--- config.mk ---
export PLATFORM = sky130hd
export DESIGN_NAME = regfile_wb_queue_flat
export DESIGN_NICKNAME = d
export VERILOG_FILES = /design/src/rtl/regfile_wb_queue_if.sv /design/src/rtl/regfile_wb_queue.sv /design/src/flat_wrapper.sv
export SDC_FILE = /design/constraint.sdc
export NUM_CORES = 1
export LEC_CHECK = 0
export ABC_AREA = 1
export BUFFER_PORTS_ARGS = -buffer_cell sky130_fd_sc_hd__buf_2
export CELL_PAD_IN_SITES_DETAIL_PLACEMENT = 0
export CELL_PAD_IN_SITES_GLOBAL_PLACEMENT = 2
export CORE_UTILIZATION = 30
export CTS_CLUSTER_DIAMETER = 100
export DETAILED_ROUTE_END_ITERATION = 16
export GPL_ROUTABILITY_DRIVEN = 0
export PLACE_DENSITY_LB_ADDON = 0.12
export SLEW_MARGIN = 40
export SYNTH_ARGS = -nofsm -noshare
export SYNTH_HDL_FRONTEND = slang
export SYNTH_SLANG_ARGS = --single-unit
--- constraint.sdc ---
create_clock -name clk -period 5.85 [get_ports clk]
set_clock_uncertainty 0.1 [all_clocks]
set_input_delay 0.585 -clock clk [delete_from_list [all_inputs] [get_ports clk]]
set_output_delay 0.585 -clock clk [all_outputs]
set_load 0.1 [all_outputs]
--- src/rtl/regfile_wb_queue_if.sv ---
// -----------------------------------------------------------------------------
// regfile_wb_queue_if
//   Bundle of signals between the write-back stage, the register-file write
//   port and the forwarding readers on one side, and the write-back queue on
//   the other side.
//
//   Modports:
//     master : the pipeline / register-file side (drives pushes, rf_busy and
//              lookup addresses; observes queue status, rf_* and fwd_*).
//     slave  : the write-back queue itself.
//
//   Signals:
//     push_valid/push_addr/push_data/push_ready : pipeline write requests
//     rf_busy, rf_wen/rf_waddr/rf_wdata         : register-file write port
//     rd_addr1/fwd_hit1/fwd_data1               : forwarding lookup port 1
//     rd_addr2/fwd_hit2/fwd_data2               : forwarding lookup port 2
//     count, empty                              : occupancy status
// -----------------------------------------------------------------------------
interface regfile_wb_queue_if #(
    parameter int DATA_W = 16,
    parameter int ADDR_W = 4,
    parameter int DEPTH  = 4
);
    localparam int CNT_W = $clog2(DEPTH) + 1;

    logic              push_valid;
    logic [ADDR_W-1:0] push_addr;
    logic [DATA_W-1:0] push_data;
    logic              push_ready;

    logic              rf_busy;
    logic              rf_wen;
    logic [ADDR_W-1:0] rf_waddr;
    logic [DATA_W-1:0] rf_wdata;

    logic [ADDR_W-1:0] rd_addr1;
    logic              fwd_hit1;
    logic [DATA_W-1:0] fwd_data1;
    logic [ADDR_W-1:0] rd_addr2;
    logic              fwd_hit2;
    logic [DATA_W-1:0] fwd_data2;

    logic [CNT_W-1:0]  count;
    logic              empty;

    modport master (
        output push_valid, push_addr, push_data, rf_busy, rd_addr1, rd_addr2,
        input  push_ready, rf_wen, rf_waddr, rf_wdata,
        input  fwd_hit1, fwd_data1, fwd_hit2, fwd_data2, count, empty
    );

    modport slave (
        input  push_valid, push_addr, push_data, rf_busy, rd_addr1, rd_addr2,
        output push_ready, rf_wen, rf_waddr, rf_wdata,
        output fwd_hit1, fwd_data1, fwd_hit2, fwd_data2, count, empty
    );
endinterface

--- src/rtl/regfile_wb_queue.sv ---
// -----------------------------------------------------------------------------
// regfile_wb_queue
//   Write-back queue in front of the register file's single write port.
//   Register writes from the pipeline are buffered in a circular queue and
//   drained in push order, one per cycle, whenever the write port is free.
//   Two combinational forwarding lookups let readers see values that are still
//   pending in the queue (youngest matching entry wins).
//
//   Ports:
//     clk  : clock, rising edge
//     rst  : asynchronous reset, active-high; discards every pending entry
//     bus  : regfile_wb_queue_if.slave (push, rf write, forwarding, status)
//
//   Optional feature (macro WBQ_COALESCE_EN):
//     defined   : a push to an address already pending overwrites that entry's
//                 data in place (no new entry, push_ready not needed), except
//                 when the match is the head retiring in the same cycle.
//     undefined : every accepted non-R0 push allocates a new entry.
//
//   R0 is hard-wired zero: pushes to address 0 complete the handshake but are
//   discarded, and lookups of address 0 never hit.
// -----------------------------------------------------------------------------
module regfile_wb_queue #(
    parameter int DATA_W = 16,
    parameter int ADDR_W = 4,
    parameter int DEPTH  = 4
) (
    input  logic                 clk,
    input  logic                 rst,
    regfile_wb_queue_if.slave    bus
);
    localparam int PTR_W = $clog2(DEPTH);
    localparam int CNT_W = PTR_W + 1;

    // Entry storage. Address/data carry no reset; the valid bits qualify them.
    logic [ADDR_W-1:0] entry_addr [DEPTH];
    logic [DATA_W-1:0] entry_data [DEPTH];

    logic [DEPTH-1:0]  entry_valid_reg, entry_valid_next;
    logic [PTR_W-1:0]  wr_ptr_reg, wr_ptr_next;
    logic [PTR_W-1:0]  rd_ptr_reg, rd_ptr_next;
    logic [CNT_W-1:0]  count_reg, count_next;

    logic              empty_int;
    logic              ready_int;
    logic              drain;
    logic              push_nz;
    logic              coal_hit;
    logic              push_fire;

    // ------------------------------------------------------------------
    // Status and handshake. push_ready looks only at the registered count,
    // so a full queue refuses pushes even while it is draining.
    // ------------------------------------------------------------------
    assign empty_int = (count_reg == '0);
    assign ready_int = (count_reg < CNT_W'(DEPTH));
    assign drain     = !empty_int && !bus.rf_busy;
    assign push_nz   = bus.push_valid && (bus.push_addr != '0);

`ifdef WBQ_COALESCE_EN
    // A pending entry for the same register absorbs the push, unless that
    // entry is the head being written this very cycle (it is gone after the
    // edge, so the new value must get its own slot).
    logic [DEPTH-1:0] coal_match;
    logic [PTR_W-1:0] coal_idx;

    generate
        for (genvar gi = 0; gi < DEPTH; gi++) begin : g_coal
            assign coal_match[gi] = entry_valid_reg[gi]
                                 && (entry_addr[gi] == bus.push_addr)
                                 && !(drain && (rd_ptr_reg == PTR_W'(gi)));
        end
    endgenerate

    // At most one entry per address can be pending, so any set bit is the one.
    always_comb begin
        coal_idx = '0;
        for (int k = 0; k < DEPTH; k++) begin
            if (coal_match[k]) begin
                coal_idx = PTR_W'(k);
            end
        end
    end

    assign coal_hit = push_nz && (coal_match != '0);
`else
    assign coal_hit = 1'b0;
`endif

    assign push_fire = push_nz && ready_int && !coal_hit;

    // ------------------------------------------------------------------
    // Next-state for pointers, count and valid bits. push_fire and drain
    // never target the same slot: that would need count to be both 0 and
    // DEPTH at once.
    // ------------------------------------------------------------------
    always_comb begin
        wr_ptr_next      = wr_ptr_reg;
        rd_ptr_next      = rd_ptr_reg;
        count_next       = count_reg;
        entry_valid_next = entry_valid_reg;

        if (drain) begin
            rd_ptr_next                  = rd_ptr_reg + PTR_W'(1);
            entry_valid_next[rd_ptr_reg] = 1'b0;
        end
        if (push_fire) begin
            wr_ptr_next                  = wr_ptr_reg + PTR_W'(1);
            entry_valid_next[wr_ptr_reg] = 1'b1;
        end

        case ({push_fire, drain})
            2'b10:   count_next = count_reg + CNT_W'(1);
            2'b01:   count_next = count_reg - CNT_W'(1);
            default: count_next = count_reg;
        endcase
    end

    always_ff @(posedge clk or posedge rst) begin
        if (rst) begin
            wr_ptr_reg      <= '0;
            rd_ptr_reg      <= '0;
            count_reg       <= '0;
            entry_valid_reg <= '0;
        end else begin
            wr_ptr_reg      <= wr_ptr_next;
            rd_ptr_reg      <= rd_ptr_next;
            count_reg       <= count_next;
            entry_valid_reg <= entry_valid_next;
        end
    end

    always_ff @(posedge clk) begin
        if (push_fire) begin
            entry_addr[wr_ptr_reg] <= bus.push_addr;
            entry_data[wr_ptr_reg] <= bus.push_data;
        end
`ifdef WBQ_COALESCE_EN
        else if (coal_hit) begin
            entry_data[coal_idx] <= bus.push_data;
        end
`endif
    end

    // ------------------------------------------------------------------
    // Register-file write port: head entry, forced to zero when empty.
    // ------------------------------------------------------------------
    assign bus.rf_wen     = drain;
    assign bus.rf_waddr   = empty_int ? '0 : entry_addr[rd_ptr_reg];
    assign bus.rf_wdata   = empty_int ? '0 : entry_data[rd_ptr_reg];
    assign bus.push_ready = ready_int;
    assign bus.count      = count_reg;
    assign bus.empty      = empty_int;

    // ------------------------------------------------------------------
    // Forwarding lookups. Entries are visited oldest to youngest starting
    // at the head, so the last match seen is the youngest. The head being
    // written this cycle is still valid and therefore still searched.
    // ------------------------------------------------------------------
    generate
        for (genvar gi = 0; gi < 2; gi++) begin : g_fwd
            logic [ADDR_W-1:0] look_addr;
            logic [PTR_W-1:0]  idx;
            logic              hit;
            logic [DATA_W-1:0] data;

            assign look_addr = (gi == 0) ? bus.rd_addr1 : bus.rd_addr2;

            always_comb begin
                idx  = '0;
                hit  = 1'b0;
                data = '0;
                for (int k = 0; k < DEPTH; k++) begin
                    idx = rd_ptr_reg + PTR_W'(k);
                    if (entry_valid_reg[idx] && (look_addr != '0)
                            && (entry_addr[idx] == look_addr)) begin
                        hit  = 1'b1;
                        data = entry_data[idx];
                    end
                end
            end
        end
    endgenerate

    assign bus.fwd_hit1  = g_fwd[0].hit;
    assign bus.fwd_data1 = g_fwd[0].data;
    assign bus.fwd_hit2  = g_fwd[1].hit;
    assign bus.fwd_data2 = g_fwd[1].data;

endmodule

--- src/flat_wrapper.sv ---
// flat-port wrapper written by rule: the top's interface ports become plain ports
module regfile_wb_queue_flat 
#(
    parameter int DATA_W = 16,
    parameter int ADDR_W = 4,
    parameter int DEPTH  = 4
)
  (clk, rst, bus_push_valid, bus_push_addr, bus_push_data, bus_rf_busy, bus_rd_addr1, bus_rd_addr2, bus_push_ready, bus_rf_wen, bus_rf_waddr, bus_rf_wdata, bus_fwd_hit1, bus_fwd_data1, bus_fwd_hit2, bus_fwd_data2, bus_count, bus_empty);
  regfile_wb_queue_if #(.DATA_W(DATA_W), .ADDR_W(ADDR_W), .DEPTH(DEPTH)) bus_i ();
  input  logic clk;
  input  logic rst;
  input wire logic [$bits(bus_i.push_valid)-1:0] bus_push_valid;
  input wire logic [$bits(bus_i.push_addr)-1:0] bus_push_addr;
  input wire logic [$bits(bus_i.push_data)-1:0] bus_push_data;
  input wire logic [$bits(bus_i.rf_busy)-1:0] bus_rf_busy;
  input wire logic [$bits(bus_i.rd_addr1)-1:0] bus_rd_addr1;
  input wire logic [$bits(bus_i.rd_addr2)-1:0] bus_rd_addr2;
  output wire logic [$bits(bus_i.push_ready)-1:0] bus_push_ready;
  output wire logic [$bits(bus_i.rf_wen)-1:0] bus_rf_wen;
  output wire logic [$bits(bus_i.rf_waddr)-1:0] bus_rf_waddr;
  output wire logic [$bits(bus_i.rf_wdata)-1:0] bus_rf_wdata;
  output wire logic [$bits(bus_i.fwd_hit1)-1:0] bus_fwd_hit1;
  output wire logic [$bits(bus_i.fwd_data1)-1:0] bus_fwd_data1;
  output wire logic [$bits(bus_i.fwd_hit2)-1:0] bus_fwd_hit2;
  output wire logic [$bits(bus_i.fwd_data2)-1:0] bus_fwd_data2;
  output wire logic [$bits(bus_i.count)-1:0] bus_count;
  output wire logic [$bits(bus_i.empty)-1:0] bus_empty;
  assign bus_i.push_valid = bus_push_valid;
  assign bus_i.push_addr = bus_push_addr;
  assign bus_i.push_data = bus_push_data;
  assign bus_i.rf_busy = bus_rf_busy;
  assign bus_i.rd_addr1 = bus_rd_addr1;
  assign bus_i.rd_addr2 = bus_rd_addr2;
  assign bus_push_ready = bus_i.push_ready;
  assign bus_rf_wen = bus_i.rf_wen;
  assign bus_rf_waddr = bus_i.rf_waddr;
  assign bus_rf_wdata = bus_i.rf_wdata;
  assign bus_fwd_hit1 = bus_i.fwd_hit1;
  assign bus_fwd_data1 = bus_i.fwd_data1;
  assign bus_fwd_hit2 = bus_i.fwd_hit2;
  assign bus_fwd_data2 = bus_i.fwd_data2;
  assign bus_count = bus_i.count;
  assign bus_empty = bus_i.empty;
  regfile_wb_queue #(.DATA_W(DATA_W), .ADDR_W(ADDR_W), .DEPTH(DEPTH)) u_core (.clk(clk), .rst(rst), .bus(bus_i));
endmodule
==> flow_metrics.py <==
metrics = {
    "synth": {
        "synthesis.area_sq_um": 7335,
        "ys_top_cells_by_count": "sky130_fd_sc_hd__nand2_1 (269), sky130_fd_sc_hd__nor2_1 (133), sky130_fd_sc_hd__nand3_1 (106)",
        "netlist_instances": 1003,
        "count_of_different_cell_masters_after_synthesis": 40,
        "yosysTopAreaCell": "sky130_fd_sc_hd__edfxtp_1",
        "netlist_top_cells_area": "sky130_fd_sc_hd__edfxtp_1 (33%), sky130_fd_sc_hd__nand2_1 (14%), sky130_fd_sc_hd__nand3_1 (7.2%), sky130_fd_sc_hd__nor2_1 (6.8%), sky130_fd_sc_hd__o21ai_0 (5.2%)",
        "synth_most_common_cell": "sky130_fd_sc_hd__nand2_1",
        "ys_async_sr_fraction_pct": 12.09,
        "synth.ff_latch_count": 91,
        "synthFlopType": "sky130_fd_sc_hd__edfxtp_1",
        "synth-seq-area-share_pct": 36.51,
        "yosysWarnings": 0,
        "synthesis.area_per_instance_sq_um": 7.313,
        "synth_nets": 1045,
        "synth_top_area_share_pct": 32.75,
        "post_synth_edffs": 80,
    },
    "timing": {
        "setup_repair_after_global_routing_missed_its_margin": "no",
        "setup_viol": 0,
        "final_min_period_over_clock_period_pct": 84.64,
        "period_minus_slack_ns": 4.952,
        "clock.fmax_mhz": 202.0,
        "final-hold-violation-count": 0,
        "slew_violations": 0,
        "maxSlewHeadroom_pct": 49.54,
        "worstMarginPinSlew_ns": 0.7490,
        "setup_total_negative_slack_ns": 0,
    },
    "floorplanning": {
        "coreArea_sq_um": 23750,
        "die_height_microns": 158.4,
        "placement_rows": 56,
        "chipWidth_microns": 158.4,
        "start_util_pct": 30.88,
        "design.die.area_sq_um": 25080,
        "ioPinCount": 92,
    },
    "placed_design": {
        "port_buffers": 91,
        "detailed_place_hpwl_microns": 18190,
    },
    "worst_setup_path": {
        "worstPathRequired_ns": 5.16,
        "critPathCaptureType": "output port",
        "reg2regPathDepth": 9,
        "timing.rr.start": "u_core.bus.count[0]",
        "setup.worst_path.start_class": "register",
        "reg2reg_end": "u_core.bus.count[2]",
        "crit_path_max_fanout": 46,
        "cp-endpoint": "bus_fwd_data2[8]",
        "timing.critical_path.from": "u_core.rd_ptr_reg[0]",
        "regToRegSetupSlack_ns": 3.23,
        "critPathKind": "register to output port",
        "cp.arrival_ns": 4.27,
    },
    "route": {
        "detail-route-antenna-nets": 0,
        "overall_via_count_from_detail_route": 6622,
        "average_vias_per_placed_instance": 4.774,
        "detail_route.first_pass.iterations": 7,
        "drcViolationCount": 0,
        "route.detailed.wl_per_inst_microns": 17.23,
        "first_iter_violations": 642,
        "wirelength_microns": 23900,
    },
    "clock_network": {
        "clockBufferDepth": 2,
        "clock-root-buffer": "sky130_fd_sc_hd__clkbuf_16",
        "postCtsSetupBuffers": 0,
        "tritoncts_clock_tree": "done",
        "cts_resized": 0,
        "cts_buffers": 9,
        "cts_hold_buffers": 0,
        "clock_insertion_delay_worst_skew_ns": 0.33,
        "clkSlewWorstSetupHoldPaths_ns": 0.06,
        "cts_max_level": 3,
        "cts_num_sinks": 91,
    },
    "global_route": {
        "grt_pass1_wl_microns": 36330,
        "antenna_found_initial": 0,
        "grt_overflow": 0,
        "gr-usage-all-layers_pct": 19.67,
        "via_count_of_the_first_global_routing_pass": 5861,
        "grt_start_max_net_pins": 77,
    },
    "job": {
        "maxCapViolations": 0,
    },
    "cells_and_area": {
        "nNetsFinal": 1105,
        "fillerInstances": 2464,
        "flip_flop_count_of_the_largest_register_after_layout": 64,
        "final_layout_size_suffix_gt1_share_pct": 17.79,
        "diodes_inserted": 0,
        "flow.area_growth_from_synthesis_pct": 18.49,
    },
    "status": {
        "outcome": "complete, no violations",
    },
    "min_path": {
        "hp-class": "primary input to async pin",
    },
}
cell usage in the layout, fill, tap and decap left out, types with 3 or more instances in the layout:
cell type	netlist	final
sky130_fd_sc_hd__buf_2	12	61
sky130_fd_sc_hd__nand3_2	8	8
sky130_fd_sc_hd__xor2_1	8	8
sky130_fd_sc_hd__o21a_1	15	15
sky130_fd_sc_hd__edfxtp_1	80	80
sky130_fd_sc_hd__dfrtp_1	11	10
sky130_fd_sc_hd__or2_2	20	20
sky130_fd_sc_hd__inv_1	82	81
sky130_fd_sc_hd__a21oi_1	10	10
sky130_fd_sc_hd__nor2_2	3	7
sky130_fd_sc_hd__buf_4	11	9
sky130_fd_sc_hd__o211ai_2	4	4
sky130_fd_sc_hd__nand2_1	269	269
sky130_fd_sc_hd__buf_12	0	30
sky130_fd_sc_hd__nand2_2	12	12
sky130_fd_sc_hd__nand3_4	3	3
sky130_fd_sc_hd__or2_0	4	4
sky130_fd_sc_hd__ha_1	9	9
sky130_fd_sc_hd__nand3_1	106	106
sky130_fd_sc_hd__o21ai_1	10	10
sky130_fd_sc_hd__o21ai_0	76	76
sky130_fd_sc_hd__nor2_1	133	129
sky130_fd_sc_hd__nor2_4	8	8
sky130_fd_sc_hd__mux2i_1	37	37
sky130_fd_sc_hd__nand4_1	24	24
sky130_fd_sc_hd__inv_2	5	6
sky130_fd_sc_hd__clkbuf_16	0	9
worst max-delay path: stages, from the launching register on:
cell                       delay (ns)
sky130_fd_sc_hd__dfrtp_4         0.61
sky130_fd_sc_hd__inv_2           0.07
sky130_fd_sc_hd__buf_4           0.37
sky130_fd_sc_hd__ha_1            0.33
sky130_fd_sc_hd__inv_2           0.56
sky130_fd_sc_hd__o211ai_2        0.22
sky130_fd_sc_hd__nand2_1         0.16
sky130_fd_sc_hd__nor2_1          0.05
sky130_fd_sc_hd__nor2_1          0.11
sky130_fd_sc_hd__nand2_1         0.11
sky130_fd_sc_hd__nor2_4          0.54
sky130_fd_sc_hd__nor2_1          0.11
sky130_fd_sc_hd__a21oi_1         0.41
sky130_fd_sc_hd__buf_12          0.24
cell type report:
cell class              count  area [sq um]  area share [%]
clock buffers              12         256.5           2.951
clock inverters             4         50.05          0.5759
inverters                  87         326.6           3.758
multi-input cells         773          3993           45.94
flip-flops and latches     91          2681           30.85
well taps                 319         399.1           4.593
repair buffers            101         984.7           11.33
per-layer routing:
layer,global-route usage [%],part of all wire [%],vias to the layer above
li1,-,-,3419
met1,32.02,55,2983
met2,27.78,40,210
met3,1.415,4.5,10
met4,3.709,0.73,0
met5,0,0,-
stage by stage:
step                setup WS [ns]  hold slack (ns)  util (%)  cells  area [sq um]
floorplan                   1.216           0.3374         -   1003          7335
global placement            1.294           0.4099     35.28   1371          8381
detailed placement          1.260           0.4113     35.30   1371          8384
CTS                        0.8935           0.1621     36.59   1387          8691
global route               0.5538           0.1943     36.59   1387          8691
finish                     0.8985           0.1543     36.59   1387          8691
cells by family after synthesis:
kind of cell / Yosys count / synth area share [%]
flip-flops: 91 / 36.51
adder cells (fa/ha/maj): 10 / 1.808
buffers and inverters: 139 / 9.263
multiplexers: 37 / 5.050
XOR/XNOR: 10 / 1.297
AND/OR/NAND/NOR: 599 / 37.07
AO/OA/AOI/OAI: 117 / 9.007
worst min-delay path by stage:
stage / from / to / slack [ns] / depth (start not counted)
after floorplan: rst / u_core.bus.count[0] / 0.34 / 1
after global placement: u_core.entry_valid_reg[2] / u_core.entry_valid_reg[2] / 0.41 / 2
after detailed placement: u_core.entry_valid_reg[2] / u_core.entry_valid_reg[2] / 0.41 / 2
after CTS: rst / u_core.bus.count[0] / 0.16 / 2
after global routing: rst / u_core.bus.count[0] / 0.19 / 2
final: rst / u_core.rd_ptr_reg[1] / 0.15 / 2
Power is not shown: default switching activity piles up to over one toggle a cycle in this logic, so the estimate is an artifact.
